File: src/rtl/softmax_seq_ctrl.sv
// rtl/softmax_seq_ctrl.sv - softmax vector sequencer: loads elements through a shared exp unit,
// buffers linear exps with a saturating sum, then replays them with the vector total.
module softmax_seq_ctrl #(
    parameter int DEPTH = 16,
    parameter int X_W   = 17,
    parameter int E_W   = 21
) (
    input  logic           clk,
    input  logic           rst_n,
    input  logic           in_valid,
    output logic           in_ready,
    input  logic [X_W-1:0] in_x,
    input  logic           in_last,
    output logic [X_W-1:0] exp_x,
    input  logic [E_W-1:0] exp_y,
    output logic           out_valid,
    input  logic           out_ready,
    output logic [31:0]    out_e,
    output logic [35:0]    out_sum,
    output logic           out_last,
    output logic           busy,
    output logic           sat,
    output logic           trunc
);

    localparam int AW = $clog2(DEPTH);
    localparam int CW = AW + 1;

    typedef enum logic [1:0] {S_IDLE, S_LOAD, S_DRAIN, S_OUT} state_t;

    state_t         state_q;
    logic [X_W-1:0] exp_x_q;
    logic           pend_q;
    logic [CW-1:0]  count_q;
    logic [CW-1:0]  idx_q;
    logic [35:0]    sum_q;
    logic           sat_q;
    logic           trunc_q;
    logic           in_ready_q;
    logic           out_valid_q;
    logic [31:0]    out_e_q;
    logic [35:0]    out_sum_q;
    logic           out_last_q;
    logic [31:0]    buffer [DEPTH];

    logic [4:0]     pos;
    logic [15:0]    mant;
    logic           conv_sat;
    logic [4:0]     shamt;
    logic [31:0]    lin;
    logic [36:0]    sum_add;
    logic [35:0]    sum_d;
    logic           sat_d;
    logic           accept;
    logic [CW-1:0]  acc_cnt;
    logic           hit_depth;
    logic [CW-1:0]  idx_d;

    // exp_y always reflects exp_x_q, i.e. the element accepted on the previous edge
    always_comb begin
        pos       = exp_y[20:16];
        mant      = exp_y[15:0];
        conv_sat  = (pos > 5'd16);
        shamt     = conv_sat ? 5'd16 : pos;
        lin       = {16'd0, mant} << shamt;
        sum_add   = {1'b0, sum_q} + {5'd0, lin};
        sum_d     = sum_add[36] ? 36'hF_FFFF_FFFF : sum_add[35:0];
        sat_d     = sat_q | conv_sat | sum_add[36];
        accept    = in_valid && in_ready_q;
        acc_cnt   = count_q + CW'(pend_q);
        hit_depth = (acc_cnt == CW'(DEPTH - 1));
        idx_d     = idx_q + CW'(1);
    end

    always_ff @(posedge clk) begin
        if (pend_q) begin
            buffer[count_q[AW-1:0]] <= lin;
        end
    end

    always_ff @(posedge clk or negedge rst_n) begin
        if (!rst_n) begin
            state_q     <= S_IDLE;
            exp_x_q     <= '0;
            pend_q      <= 1'b0;
            count_q     <= '0;
            idx_q       <= '0;
            sum_q       <= '0;
            sat_q       <= 1'b0;
            trunc_q     <= 1'b0;
            in_ready_q  <= 1'b1;
            out_valid_q <= 1'b0;
            out_e_q     <= '0;
            out_sum_q   <= '0;
            out_last_q  <= 1'b0;
        end else begin
            if (accept) begin
                exp_x_q <= in_x;
            end
            pend_q <= accept;
            if (pend_q) begin
                count_q <= count_q + CW'(1);
                sum_q   <= sum_d;
                sat_q   <= sat_d;
            end
            case (state_q)
                S_IDLE: begin
                    if (accept) begin
                        count_q    <= '0;
                        sum_q      <= '0;
                        sat_q      <= 1'b0;
                        trunc_q    <= 1'b0;
                        in_ready_q <= !in_last;
                        state_q    <= S_LOAD;
                    end
                end
                S_LOAD: begin
                    if (accept && (in_last || hit_depth)) begin
                        trunc_q    <= !in_last;
                        in_ready_q <= 1'b0;
                        state_q    <= S_DRAIN;
                    end else if (!in_ready_q) begin
                        // single-element vector: its terminator was taken in IDLE
                        state_q <= S_DRAIN;
                    end
                end
                S_DRAIN: begin
                    idx_q       <= '0;
                    out_valid_q <= 1'b1;
                    out_sum_q   <= pend_q ? sum_d : sum_q;
                    out_e_q     <= (pend_q && count_q == '0) ? lin : buffer[0];
                    out_last_q  <= (acc_cnt == CW'(1));
                    state_q     <= S_OUT;
                end
                S_OUT: begin
                    if (out_ready) begin
                        if (out_last_q) begin
                            out_valid_q <= 1'b0;
                            in_ready_q  <= 1'b1;
                            state_q     <= S_IDLE;
                        end else begin
                            idx_q      <= idx_d;
                            out_e_q    <= buffer[idx_d[AW-1:0]];
                            out_last_q <= ((idx_q + CW'(2)) == count_q);
                        end
                    end
                end
                default: state_q <= S_IDLE;
            endcase
        end
    end

    assign in_ready  = in_ready_q;
    assign exp_x     = exp_x_q;
    assign out_valid = out_valid_q;
    assign out_e     = out_e_q;
    assign out_sum   = out_sum_q;
    assign out_last  = out_last_q;
    assign busy      = (state_q != S_IDLE);
    assign sat       = sat_q;
    assign trunc     = trunc_q;

endmodule
File: config.mk
export PLATFORM = sky130hd
export DESIGN_NAME = softmax_seq_ctrl
export DESIGN_NICKNAME = d
export VERILOG_FILES = /design/src/rtl/softmax_seq_ctrl.sv
export SDC_FILE = /design/constraint.sdc
export NUM_CORES = 1
export LEC_CHECK = 0
export ABC_AREA = 1
export BUFFER_PORTS_ARGS = -buffer_cell sky130_fd_sc_hd__buf_2
export CORE_AREA = 4 4 288 290
export CTS_BUF_LIST = sky130_fd_sc_hd__clkbuf_4 sky130_fd_sc_hd__clkbuf_8
export DETAILED_ROUTE_END_ITERATION = 10
export DIE_AREA = 0 0 292 294
export GPL_TIMING_DRIVEN = 0
export PLACE_DENSITY = 0.52
export SYNTH_ARGS = -nofsm -noshare
export SYNTH_HDL_FRONTEND = slang
export SYNTH_SLANG_ARGS = --single-unit
export TNS_END_PERCENT = 100
File: constraint.sdc
create_clock -name clk -period 3.25 [get_ports clk]
set_input_delay 0.4875 -clock clk [delete_from_list [all_inputs] [get_ports clk]]
set_output_delay 0.4875 -clock clk [all_outputs]
set_load 0.005 [all_outputs]
### After elaboration in Yosys (flattened, before gate mapping)

Memory sizes are Yosys's and may differ from the RTL's.
Cells that the tools add are included.
W data, S select, Z words.

* $lt $le $gt $ge: 1
* reductions and logical operators: 17
* shifts and indexed selects: 1
* mux-type cells: 40
* equality and inequality tests: 12
* bitwise gates (word level): 2
* add/sub/neg operators: 5

Operators by type and width (count)
* $mux W36: 4
* $mux W32: 3
* $pmux W32 S2: 1
* $add A36 B32 Y37: 1
* $shl A16 B5 Y32: 1
* $mux W5: 6
* $mux W1: 15
* $add A5 B1 Y5 const B: 2
* $mux W2: 5
* $ne A2 B2 Y1 const B: 5
* $pmux W5 S2: 1
* $reduce_and A3 Y1: 3
* $pmux W2 S4: 1
* $pmux W1 S2: 3
* $reduce_bool A2 Y1: 3
* $add A5 B1 Y5: 1
* $add A5 B2 Y5 const B: 1
* $eq A5 B1 Y1 const B: 1
* $eq A5 B4 Y1 const B: 1
* $eq A5 B5 Y1: 1
* $gt A5 B5 Y1 const B: 1
* $logic_not A5 Y1: 1
* $reduce_and A5 Y1: 1
* $eq A2 B2 Y1 const B: 2
* 11 further kinds: 14

* register bits after elaboration: 139
* output and inout bits: 91
* RAM bits: 512
* input port bits: 43
* word-level logic and storage cells: 92
* memories kept: 1

Memory list
* buffer: depth 16, width 32, rd ports 2, clocked after memory_dff 0, write ports 1, line 44 `logic [31:0] buffer [DEPTH];`

### Logic depth before layout (Yosys ltp)

Gate-level depths: netlist (run 1).

* depth in word-level cells: 8
* gate-level depth with buffers: 29
* mapped depth without buffers: 28

### Least setup slack after synthesis (run 1)

Ideal clock, no wire load.

* path type: in2reg
* start: in exp_y[20]
* end: reg out_sum_q[28] (netlist: out_sum[28])
* data arrival time: 3668 ps
* path slack: -536 ps
* required time: 3132 ps
* path buffers: 2
* setup time: 118 ps
* cell stages on the path: 22
* cell sequence: inv_4 > nand2_8 > buf_12 > o21ai_2 > nand3_2 > nand2_1 > nand2_1 > nand3_1 > nand2_1 > o21ai_0 > ha_1 > a21oi_1 > nor2_1 > nor2_1 > a21oi_1 > nor2_1 > nand3_2 > nor2_2 > buf_6 > nand2_1 > nand3_1 > nand2_1

* longest elaborated chain between the ends: 6

Ends and longest elaborated chain
* start: declaration: line 15 `input logic [E_W-1:0] exp_y,`
* $gt A5 B5 Y1: line 63 `conv_sat = (pos > 5'd16);`
* $mux W5 *: line 64 `shamt = conv_sat ? 5'd16 : pos;`
* $shl A16 B5 Y32 *: line 65 `lin = {16'd0, mant} << shamt;`
* named net lin[25]: line 50 `logic [31:0] lin;`
* $add A36 B32 Y37 *: line 66 `sum_add = {1'b0, sum_q} + {5'd0, lin};`
* $mux W36 *: line 67 `sum_d = sum_add[36] ? 36'hF_FFFF_FFFF : sum_add[35:0];`
* $mux W36 *: line 130 `out_sum_q <= pend_q ? sum_d : sum_q;`
* end signal: assignment: line 130
* end: declaration: line 42 `logic [35:0] out_sum_q;`

The timed path passes the listed nets; every way through them passes the cells marked *.
A chain may end at the register's enable or synchronous reset.

### Worst setup path in the final report (run 1)

* start: reg idx_q[0]
* end: reg out_e_q[7] (netlist: out_e[7])

* longest elaborated chain between the ends: 5

Ends and longest elaborated chain
* start: declaration: line 35 `logic [CW-1:0] idx_q;`
* start signal: assignment: line 142 `idx_q <= idx_d;`
* $add A5 B1 Y5: line 72 `idx_d = idx_q + CW'(1);`
* $mem_v2 Z16 W32
* $mux W32: line 137 `if (out_last_q) begin`
* $mux W32: line 136 `if (out_ready) begin`
* $pmux W32 S2: line 106 `case (state_q)`
* end signal: assignment: line 131 `out_e_q <= (pend_q && count_q == '0) ? lin : buffer[0];`
* end signal: assignment: line 143 `out_e_q <= buffer[idx_d[AW-1:0]];`
* end: declaration: line 41 `logic [31:0] out_e_q;`

Every way passes these cells. The select of a mux whose other input is x is not followed.

==> results of run 1 <==
==> placed cells by master, fill, tap and decap left out, types with 13 or more instances in the layout <==
master and instances:
nand2_1 684, edfxtp_1 512, nor2_1 384, o21ai_0 304
inv_1 199, buf_2 167, nand3_1 157, dfrtp_1 138
clkbuf_8 136, clkbuf_1 89, o221ai_1 69, a21oi_1 66
o22ai_1 50, buf_4 49, clkbuf_4 43, nor2_4 37
o21ai_1 33, or2_2 32, nand2_2 28, ha_1 28
xor2_1 22, dlygate4sd3_1 20, nand4_1 19, buf_12 15
o21ai_4 15, o211ai_1 15, ha_4 15, nor2_2 14
clkinv_2 13, buf_1 13
==> through the flow <==
step | instances | total power [mW]
global route | 4581 | 35.2
floorplan | 3091 | 18.7
CTS | 4568 | 32.8
global placement | 4284 | 24.0
finish | 4582 | 33.2
detailed placement | 4302 | 24.2
==> layer usage <==
metal	wire length (microns)	global-route usage (%)	part of all wire [%]	vias to the layer above
met1	45100	33.1	40	12200
met5	0	0	0	-
met2	54100	43.4	48	1105
met4	5500	10.7	4.8	0
met3	9220	5.53	8.1	264
li1	-	-	-	11300
==> final cells by class <==
cell class	instances	area share, %
Multi-Input combinational cell	2059	29.6
Antenna cell	2	0.0136
Sequential cell	651	51.1
Tap cell	1060	3.59
Inverter	219	2.32
Clock inverter	31	0.851
Timing Repair Buffer	222	4.58
Clock buffer	177	5.91
Buffer	161	2.02
==> synthesized netlist by cell type, drive strengths merged, types with 19 or more instances <==
cell type / number / area share (%)
a21oi: 78 / 1.3
buf: 60 / 1.1
clkbuf: 102 / 1.3
dfrtp: 138 / 11
edfxtp: 512 / 51
ha: 44 / 1.8
inv: 215 / 2.7
nand2: 720 / 9.0
nand3: 172 / 2.9
nand4: 19 / 0.39
nor2: 435 / 5.4
o21ai: 362 / 6.1
o221ai: 69 / 2.0
o22ai: 53 / 1.1
or2: 33 / 0.68
xor2: 22 / 0.64
==> state kept, by name, indices dropped and copies added (netlist names), 2 cells and up <==
signal / count
buffer: 512
out_sum: 36
state_q: 2
exp_x: 17
sum_q: 36
count_q: 5
idx_q: 5
out_e: 32
==> timing repair <==
| item | CTS | global route |
|---|---|---|
| hold buffers | 20 | 0 |
| buffers inserted | 38 | 12 |
| endpoints found under the setup margin | 109 | 85 |
| gates resized for setup | 109 | 112 |
| gates cloned | 1 | 0 |
| hold endpoints to repair | 89 | 0 |
| pin swaps | 32 | 24 |
==> cells by family after synthesis <==
logic type / count (synthesis) / synth area share, %
adder cells (fa/ha/maj): 45 / 1.88
XOR/XNOR: 31 / 0.896
buffers and inverters: 381 / 5.09
AO/OA/AOI/OAI: 593 / 11.3
AND/OR/NAND/NOR: 1390 / 18.6
flip-flops: 651 / 62.2
==> how the worst min path moves through the flow <==
stage / start / to / depth (start not counted)
2_1_floorplan: rst_n / count_q[0]$_DFF_PN0_ / 0
3_3_place_gp: exp_x[5]$_DFFE_PN0P_ / exp_x[5]$_DFFE_PN0P_ / 2
3_5_place_dp: out_e[20]$_DFFE_PN0P_ / out_e[20]$_DFFE_PN0P_ / 2
4_1_cts: exp_y[18] / sat$_DFF_PN0_ / 5
5_1_grt: exp_y[18] / sat$_DFF_PN0_ / 5
6_report: exp_y[19] / sat$_DFF_PN0_ / 5
==> report_power, final <==
part	internal (mW)	leakage, nW	switching, mW
combinational	4.30	7.08	9.69
sequential	10.3	6.36	0.736
clock	4.66	1.32	3.53
==> critical path: stages, from the launching register on <==
cell and delay, ns:
dfrtp_1 0.59, ha_1 0.32, inv_1 0.15, clkbuf_1 0.50, clkbuf_1 0.57, o21ai_0 0.29, o221ai_1 0.23, nand3_1 0.11
nand3_1 0.13, nand3_1 0.14, nand2_1 0.09
==> qor.yml, run 1 <==
place_area_sq_um: 32900
start_kind: "flip-flop"
ant_nets: 0
final.setup.tns_ns: 0
grt_max_degree: 72
worstMarginPinSlew_ns: 1.12
worstPathArrival_ns: 3.87
synth-seq-area-share_pct: 62.2
r2r_slack_ns: 0.07
fin_util_pct: 46.0
grt_overflow_total: 0
insertion_delay_ns: 0.75
die_y_microns: 294
synth_ff_type: "edfxtp_1"
initial_core_util_pct: 37.8
grt_pass1_vias: 24700
fmax_mhz: 314
critical_path.startpoint: "idx_q[0]$_DFFE_PN0P_"
fin_worst_hold_slack_ns: 0.308
slew_headroom_pct: 25.1
slew_violations: 0
maxCapViolCount: 0
path_clk_slew_ns: 0.07
yosysWarningCount: 0
num_rows: 104
synthCells: 3091
htree_levels: 3
route.vias.total: 24900
synth_edf_count: 512
drt_first_pass_iters: 6
cts_tree: "done"
wl_mm: 114
multi_input_area_sq_um: 10900
ys_seq_elements: 651
finalClockSkew_ns: 0.0423
fin_ws_ns: 0.0683
hpwl_mm: 79.7
hp-class: "input port to flip-flop"
die_w_microns: 292
routedWlPerCell_microns: 24.9
critPathCaptureType: "flip-flop"
finish.instance_area_sq_um: 36900
antenna_found_initial: 4
drc_errors: 0
cts_buffers: 110
dr.first_iter.drc_count: 2246
grt_usage_pct: 26.0
regArea_sq_um: 18900
vias_per_cell: 5.44
grt_pass1_wl_mm: 166
cts_sinks: 651
synth_nets: 3179
power_density_nw_per_um2: 899
place.gp.congestion: 0.974
die_area_sq_um: 85800
crit_end: "out_e[7]$_DFFE_PN0P_"
fillers: 7621
period_needed_ns: 3.18
root_buffer: "clkbuf_8"
placement.io_buffers: 133
outcome: "finished, final reports clean"
rr_startpoint: "idx_q[0]$_DFFE_PN0P_"
rsz0062_at_grt: "true"
async_reset_ff_share_pct: 21.4
finalCritPeriodShare_pct: 97.9
r2r_end: "out_e[7]$_DFFE_PN0P_"
synth_area_sq_um: 30300
finalHoldViolCount: 0
drive_gt1_share_pct: 19.3
required_ns: 3.94
pre_cts_ws_ns: -2.35
worstPathMaxFanout: 10
setup_violations: 0
ir_drop_mv: 0.496
ios: 134
syn2layout_area_growth_pct: 21.7
cts_buffer_depth: 3
crit_type: "flip-flop to flip-flop"
ys_types: 49
r2r_cells: 10
nets: 3512
core_sq_um: 80300
leakage_nw: 14.8
avgSynthCellArea_sq_um: 9.81
Note: power is estimated with default switching activity, not from simulation.
==> run 2, diff against run 1 <==
--- a/config.mk
+++ b/config.mk
@@ -5,12 +5,12 @@
 export SDC_FILE = /design/constraint.sdc
 export NUM_CORES = 1
 export LEC_CHECK = 0
-export ABC_AREA = 1
 export BUFFER_PORTS_ARGS = -buffer_cell sky130_fd_sc_hd__buf_2
-export CORE_AREA = 4 4 288 290
+export CAP_MARGIN = 30
+export CORE_AREA = 4 4 280 282
 export CTS_BUF_LIST = sky130_fd_sc_hd__clkbuf_4 sky130_fd_sc_hd__clkbuf_8
 export DETAILED_ROUTE_END_ITERATION = 10
-export DIE_AREA = 0 0 292 294
+export DIE_AREA = 0 0 284 286
 export GPL_TIMING_DRIVEN = 0
 export PLACE_DENSITY = 0.52
 export SYNTH_ARGS = -nofsm -noshare
==> run 2 against run 1 <==
  * The flow now finishes with violations (negative setup slack)
  * Combinational power is 13% lower
  * First-iteration DRC count is 39% lower
  * Critical path depth is 9 higher
  * Total power is 8.0% lower
  * Area after synthesis decreased by 5.7%
  * Synthesized cell count is 43% lower
  * Clock power down 9.6%
  * Non-clock buffer count increased by 6
  * Register-to-register slack got worse by 0.09 ns
==> qor.yml, run 2 <==
r2r_end: "out_sum[33]$_DFFE_PN0P_"
grt_max_degree: 73  # +1.4%
synth_nets: 1847  # -42%
ant_nets: 0  # unchanged
ys_types: 71  # +45%
vias_per_cell: 5.53  # +1.7%
rsz0062_at_grt: "true"
period_needed_ns: 3.64  # +0.456 ns
synth_area_leaders: "edfxtp_1 (54%), mux4_2 (14%), dfrtp_1 (12%), mux2i_1 (2.3%), ha_1 (1.9%)"
drt_first_pass_iters: 5  # -1
dp_cells: 2905  # -32%
yosysWarningCount: 0  # unchanged
root_buffer: "clkbuf_8"
drive_gt1_share_pct: 40.7  # +21 points
routedWlPerCell_microns: 26.5  # +6.5%
synth_most_common_cell: "edfxtp_1"
fin_worst_hold_slack_ns: 0.134  # -0.174 ns
wl_mm: 85.5  # -25%
grt_overflow_total: 0  # unchanged
worstPathMaxFanout: 5  # -5
synth-seq-area-share_pct: 65.9  # +3.7 points
htree_levels: 3  # unchanged
finish.instance_area_sq_um: 36200  # -1.8%
async_reset_ff_share_pct: 21.4  # unchanged
grt_pass1_wl_mm: 126  # -24%
nets: 2245  # -36%
layout_common_cells: "edfxtp_1 (512), mux4_2 (172), buf_2 (146)"
worstMarginPinSlew_ns: 1.01  # -0.110 ns
failed_checks: "negative setup slack"
cts_sinks: 651  # unchanged
cts_buffers: 107  # -2.7%
finalHoldViolCount: 0  # unchanged
fin_ws_ns: -0.388  # -0.456 ns
core_sq_um: 75700  # -5.7%
hp-class: "input port to flip-flop"
fin_util_pct: 47.9  # +1.9 points
die_w_microns: 284  # -2.7%
initial_core_util_pct: 37.8  # about the same
placement.io_buffers: 131  # -1.5%
hpwl_mm: 56.3  # -29%
start_kind: "input port"
outcome: "complete, but fails checks"
leakage_nw: 13.1  # -12%
synth_edf_count: 512  # unchanged
worstPathArrival_ns: 4.18  # +0.31 ns
fillers: 6450  # -15%
ys_top_cells_by_count: "edfxtp_1 (512), mux4_2 (172), dfrtp_1 (138)"
insertion_delay_ns: 0.70  # -0.05 ns
crit_end: "out_sum[34]$_DFFE_PN0P_"
route.vias.total: 17900  # -28%
multi_input_area_sq_um: 10600  # -3.0%
yosysTopAreaCellShare_pct: 53.8  # +3.1 points
finalClockSkew_ns: 0.0336  # -0.00868 ns
fmax_mhz: 275  # -13%
num_rows: 101  # -2.9%
slew_headroom_pct: 32.2  # +7.1 points
cts_tree: "done"
required_ns: 3.80  # -0.14 ns
antenna_found_initial: 1  # -3
synth_area_sq_um: 28600  # -5.7%
r2r_slack_ns: -0.02  # -0.09 ns
final.setup.tns_ns: -18.55  # -18.55 ns
finalCritPeriodShare_pct: 112  # +14 points
grt_pass1_vias: 18700  # -24%
ys_seq_elements: 651  # unchanged
setup_violations: 73  # +73
regArea_sq_um: 18900  # unchanged
ir_drop_mv: 0.495  # -0.25%
die_area_sq_um: 81200  # -5.4%
dr.first_iter.drc_count: 1368  # -39%
crit_type: "input port to flip-flop"
mostFrequentLayoutCell: "edfxtp_1"
grt_usage_pct: 20.9  # -5.1 points
synth_ff_type: "edfxtp_1"
r2r_cells: 12  # +2
drc_errors: 0  # unchanged
slew_violations: 0  # unchanged
place.gp.congestion: 0.893  # -8.4%
synthCells: 1759  # -43%
cts_buffer_depth: 3  # unchanged
critical_path.startpoint: "exp_y[16]"
path_clk_slew_ns: 0.06  # about the same
place_area_sq_um: 31800  # -3.3%
critPathCaptureType: "flip-flop"
avgSynthCellArea_sq_um: 16.3  # +66%
ios: 134  # unchanged
stdcell_count: 3230  # -30%
power_density_nw_per_um2: 843  # -6.3%
largest_reg_flops: 512  # unchanged
syn2layout_area_growth_pct: 26.7
die_y_microns: 286  # -2.7%
rr_startpoint: "sum_q[0]$_DFF_PN0_"
maxCapViolCount: 0  # unchanged
synth_top_area_cell: "edfxtp_1"
## run 2: cell types whose count changed after synthesis, moves of 33 or more
cell / before / now
nor2_1: 429 / 101
nand3_1: 169 / 16
inv_1: 206 / 52
mux2_2: 0 / 33
nand2_1: 714 / 117
mux4_2: 0 / 172
clkbuf_1: 101 / 66
o22ai_1: 52 / 17
mux2i_1: 0 / 66
o21ai_0: 314 / 74
o221ai_1: 69 / 1
## run 2: how the worst min path moves through the flow
stage                           endpoint  slack [ns]  cells past startpoint                 start
floorplan           count_q[0]$_DFF_PN0_        0.19                      0                 rst_n
global placement    out_e[7]$_DFFE_PN0P_        0.47                      2  out_e[7]$_DFFE_PN0P_
detailed placement  out_e[4]$_DFFE_PN0P_        0.47                      2  out_e[4]$_DFFE_PN0P_
CTS                    trunc$_DFFE_PN0P_        0.06                      3               in_last
global route           trunc$_DFFE_PN0P_        0.13                      3               in_last
finish                 trunc$_DFFE_PN0P_        0.13                      3               in_last
## run 2: layout make-up
class	count	area share, %
multi-input combinational	956	29.3
antenna	1	0.00691
timing repair buffer	293	7.07
inverter	52	0.539
tap	978	3.38
clock inverter	42	0.770
sequential	651	52.0
buffer	96	1.53
clock buffer	161	5.39
## run 2: what timing repair did
item,CTS,global route
gates resized for setup,177,78
endpoints found under the hold margin,84,0
hold buffers,19,0
cloned,3,0
buffers inserted,65,42
setup endpoints to repair,357,80
pin swaps,48,55
## run 2: where the power goes
part,switching [mW],leakage (nW),internal (mW)
clock,3.37,1.21,4.03
combinational,6.59,5.50,5.57
sequential,0.782,6.35,10.2
## run 2: cells by family (layout without fill, tap and decap cells)
family	after synthesis	after routing	synth area share [%]
flip-flops	651	651	65.9
AND/OR/NAND/NOR	314	314	4.82
buffers and inverters	152	644	2.18
other	0	1	0
XOR/XNOR	48	48	1.47
multiplexers	271	271	17.2
AO/OA/AOI/OAI	278	278	6.45
adder cells (fa/ha/maj)	45	45	2.00
## run 2: stage by stage
stage	power (mW)	setup slack, ns
2_1_floorplan	17.8	-0.681
6_report	30.5	-0.388
5_1_grt	32.2	-0.479
3_3_place_gp	21.3	-3.42
3_5_place_dp	21.6	-2.12
4_1_cts	30.3	-0.443
## run 2: worst max-delay path, cell delays in order
cell      delay, ns
buf_8          0.08
nor2b_4        0.15
buf_12         0.12
buf_8          0.11
buf_4          0.11
mux4_2         0.55
mux2i_2        0.21
a21oi_1        0.10
mux2_4         0.32
ha_4           0.33
nand2_4        0.09
o31ai_4        0.30
a31oi_1        0.12
a21boi_4       0.17
buf_6          0.13
o21ai_4        0.19
nor3b_4        0.23
mux2i_2        0.27
mux2i_1        0.10
## run 2: per-layer routing
metal / vias to the layer above / GRT usage [%] / wire length [microns]
li1: 7718 / - / -
met1: 9405 / 28.2 / 35800
met2: 602 / 35.5 / 42800
met3: 141 / 3.15 / 4620
met4: 0 / 6.13 / 2210
met5: - / 0 / 0
==> run 3, diff against run 2 <==
--- a/config.mk
+++ b/config.mk
@@ -13,6 +13,7 @@
 export DIE_AREA = 0 0 284 286
 export GPL_TIMING_DRIVEN = 0
 export PLACE_DENSITY = 0.52
+export SETUP_SLACK_MARGIN = 0.1
 export SYNTH_ARGS = -nofsm -noshare
 export SYNTH_HDL_FRONTEND = slang
 export SYNTH_SLANG_ARGS = --single-unit
==> run 3 against run 2 <==
  * The run still ends with negative setup slack left
  * Sequential power about the same
  * Highest routed layer unchanged
  * Hold slack got worse by 0.042 ns
  * Clock skew increased by 0.0089 ns
  * Non-clock buffer count decreased by 6
  * Final cell count decreased by 0.28%
  * Critical path depth unchanged
  * Total power increased by 0.42%
  * First-iteration DRC count decreased by 5.8%
  * Core utilization increased by 0.27 points
==> qor.yml, run 3 (same netlist as run 2, synthesis figures left out) <==
outcome: "complete, but fails checks"
failed_checks: "negative setup slack"
power_density_nw_per_um2: 842  # -0.13%
period_needed_ns: 3.59  # -0.0505 ns
antenna_found_initial: 2  # +1
die_area_sq_um: 81200  # unchanged
ios: 134  # unchanged
route.vias.total: 17800  # -0.46%
slew_violations: 0  # unchanged
maxCapViolCount: 0  # unchanged
mostFrequentLayoutCell: "edfxtp_1"
setup_violations: 73  # unchanged
fillers: 6432  # -0.28%
cts_buffers: 106  # -0.93%
hp-class: "input port to flip-flop"
htree_levels: 3  # unchanged
fmax_mhz: 279  # +1.4%
crit_slowest_cell: "a221o_1"
path_delay_family: "compound AO/OA/AOI/OAI gates"
ant_nets: 0  # unchanged
cts_sinks: 651  # unchanged
leakage_nw: 13.1  # +0.28%
root_buffer: "clkbuf_8"
drc_errors: 0  # unchanged
largest_reg_flops: 512  # unchanged
grt_pass1_wl_mm: 125  # -0.15%
finalCritPeriodShare_pct: 110  # -1.6 points
rsz0062_at_grt: "true"
fin_util_pct: 48.1  # +0.27 points
core_sq_um: 75700  # unchanged
worstPathMaxFanout: 10  # +5
crit_buf_inv: 6  # +1
critPathCaptureType: "flip-flop"
layout_common_cells: "edfxtp_1 (512), mux4_2 (172), dfrtp_1 (138)"
dr.first_iter.drc_count: 1289  # -5.8%
vias_per_cell: 5.52  # -0.19%
nets: 2238  # -0.31%
worstMarginPinSlew_ns: 1.19  # +0.177 ns
finalClockSkew_ns: 0.0424  # +0.00886 ns
slowest_delay_ns: 0.33  # -0.22 ns
cts_tree: "done"
fin_ws_ns: -0.338  # +0.0505 ns
drive_gt1_share_pct: 41.7  # +0.97 points
num_rows: 101  # unchanged
crit_type: "input port to flip-flop"
path_clk_slew_ns: 0.06  # about the same
grt_max_degree: 74  # +1.4%
cts_buffer_depth: 3  # unchanged
crit_chain: "buf_8 -> buf_12 -> nor2b_4 -> buf_6 -> buf_6 -> mux2i_4 -> nor4b_4 -> buf_8 -> ha_1 -> and3_1 -> a221o_1 -> a41o_1 -> o21ba_4 -> a21boi_4 -> buf_6 -> o21ba_4 -> nand2_2 -> mux2i_2 -> o22ai_1"
initial_core_util_pct: 37.8  # unchanged
start_kind: "input port"
die_y_microns: 286  # unchanged
required_ns: 3.81  # about the same
slew_headroom_pct: 20.6  # -12 points
worstPathArrival_ns: 4.15  # -0.03 ns
hpwl_mm: 56.5  # +0.41%
grt_overflow_total: 0  # unchanged
syn2layout_area_growth_pct: 27.4
grt_pass1_vias: 18800  # +0.45%
ir_drop_mv: 0.407  # -18%
insertion_delay_ns: 0.72  # +0.02 ns
grt_usage_pct: 21.0  # +0.028 points
routedWlPerCell_microns: 26.7  # +1.0%
finalHoldViolCount: 0  # unchanged
die_w_microns: 284  # unchanged
drt_first_pass_iters: 5  # unchanged
place.gp.congestion: 0.908  # +1.7%
wl_mm: 86.1  # +0.73%
crit_path_frequent_cell: "buf_6"
placement.io_buffers: 131  # unchanged
final.setup.tns_ns: -16.25  # +2.30 ns
==> run 3: cell types whose count changed in the layout (fill, tap and decap cells not counted), sizes merged <==
| cell | before | now |
|---|---|---|
| clkbuf | 222 | 231 |
| buf | 309 | 302 |
| clkinv | 34 | 29 |
| inv | 57 | 53 |
| bufinv | 2 | 1 |
| dlygate4sd3 | 19 | 18 |
==> run 3: area by class of cell <==
class | instances | area, sq um | area share (%)
Sequential cell | 651 | 18900 | 51.8
Antenna cell | 1 | 2.50 | 0.00687
Multi-Input combinational cell | 956 | 10800 | 29.6
Buffer | 98 | 587 | 1.61
Timing Repair Buffer | 285 | 2530 | 6.96
Tap cell | 978 | 1220 | 3.36
Clock inverter | 32 | 198 | 0.543
Inverter | 52 | 195 | 0.536
Clock buffer | 168 | 2040 | 5.61
==> run 3: worst reg2reg max path, cell delays in order (launching register included) <==
cell	delay, ns
dfrtp_1	0.41
ha_1	0.26
fa_2	0.38
a21o_1	0.21
a221o_1	0.36
a41o_1	0.23
o21ba_4	0.27
a21boi_4	0.26
buf_6	0.14
o21ba_4	0.26
nand2_2	0.08
mux2i_2	0.17
o22ai_1	0.08
==> run 3: metrics by stage <==
stage	std cells	cell area (sq um)	worst slack, ns	hold slack, ns	power [mW]
final	3221	36400	-0.338	0.0913	30.7
after global routing	3221	36400	-0.410	0.0469	32.3
after CTS	3199	35700	-0.274	0.0393	30.1
after detailed placement	2903	31800	-2.10	0.469	21.6
after global placement	2868	30900	-3.00	0.457	21.3
after floorplan	1759	29100	-0.679	0.192	17.8
==> run 3: worst paths after layout <==
kind,from,to,slack [ns],depth (start not counted)
max in group asynchronous,rst_n,out_e[4]$_DFFE_PN0P_,2.11,3
min in group asynchronous,rst_n,out_sum[34]$_DFFE_PN0P_,0.32,2
max reg2reg,sum_q[0]$_DFF_PN0_,out_sum[31]$_DFFE_PN0P_,0.01,12
max,exp_y[20],out_sum[31]$_DFFE_PN0P_,-0.34,19
min reg2reg,out_e[4]$_DFFE_PN0P_,out_e[4]$_DFFE_PN0P_,0.48,2
min,in_valid,pend_q$_DFF_PN0_,0.09,3
==> run 3: repair_timing <==
action / 4_1_cts / 5_1_grt
endpoints found under the setup margin: 349 / 126
resized for setup: 170 / 135
cloned: 4 / 0
hold buffers: 18 / 0
buffers inserted: 75 / 21
pin swaps: 57 / 52
hold endpoints to repair: 83 / 0
==> run 3: routing by layer <==
metal | wire length, microns | GRT usage [%]
met5 | 0 | 0
met4 | 2890 | 7.25
met3 | 5220 | 3.57
met2 | 42100 | 34.9
met1 | 35900 | 28.1
==> run 3: report_power, final <==
group / internal, mW / leakage (nW) / switching (mW) / total (mW)
combinational: 5.60 / 5.54 / 6.68 / 12.3
sequential: 10.2 / 6.35 / 0.800 / 11.0
clock: 4.08 / 1.21 / 3.31 / 7.38
total: 19.9 / 13.1 / 10.8 / 30.7
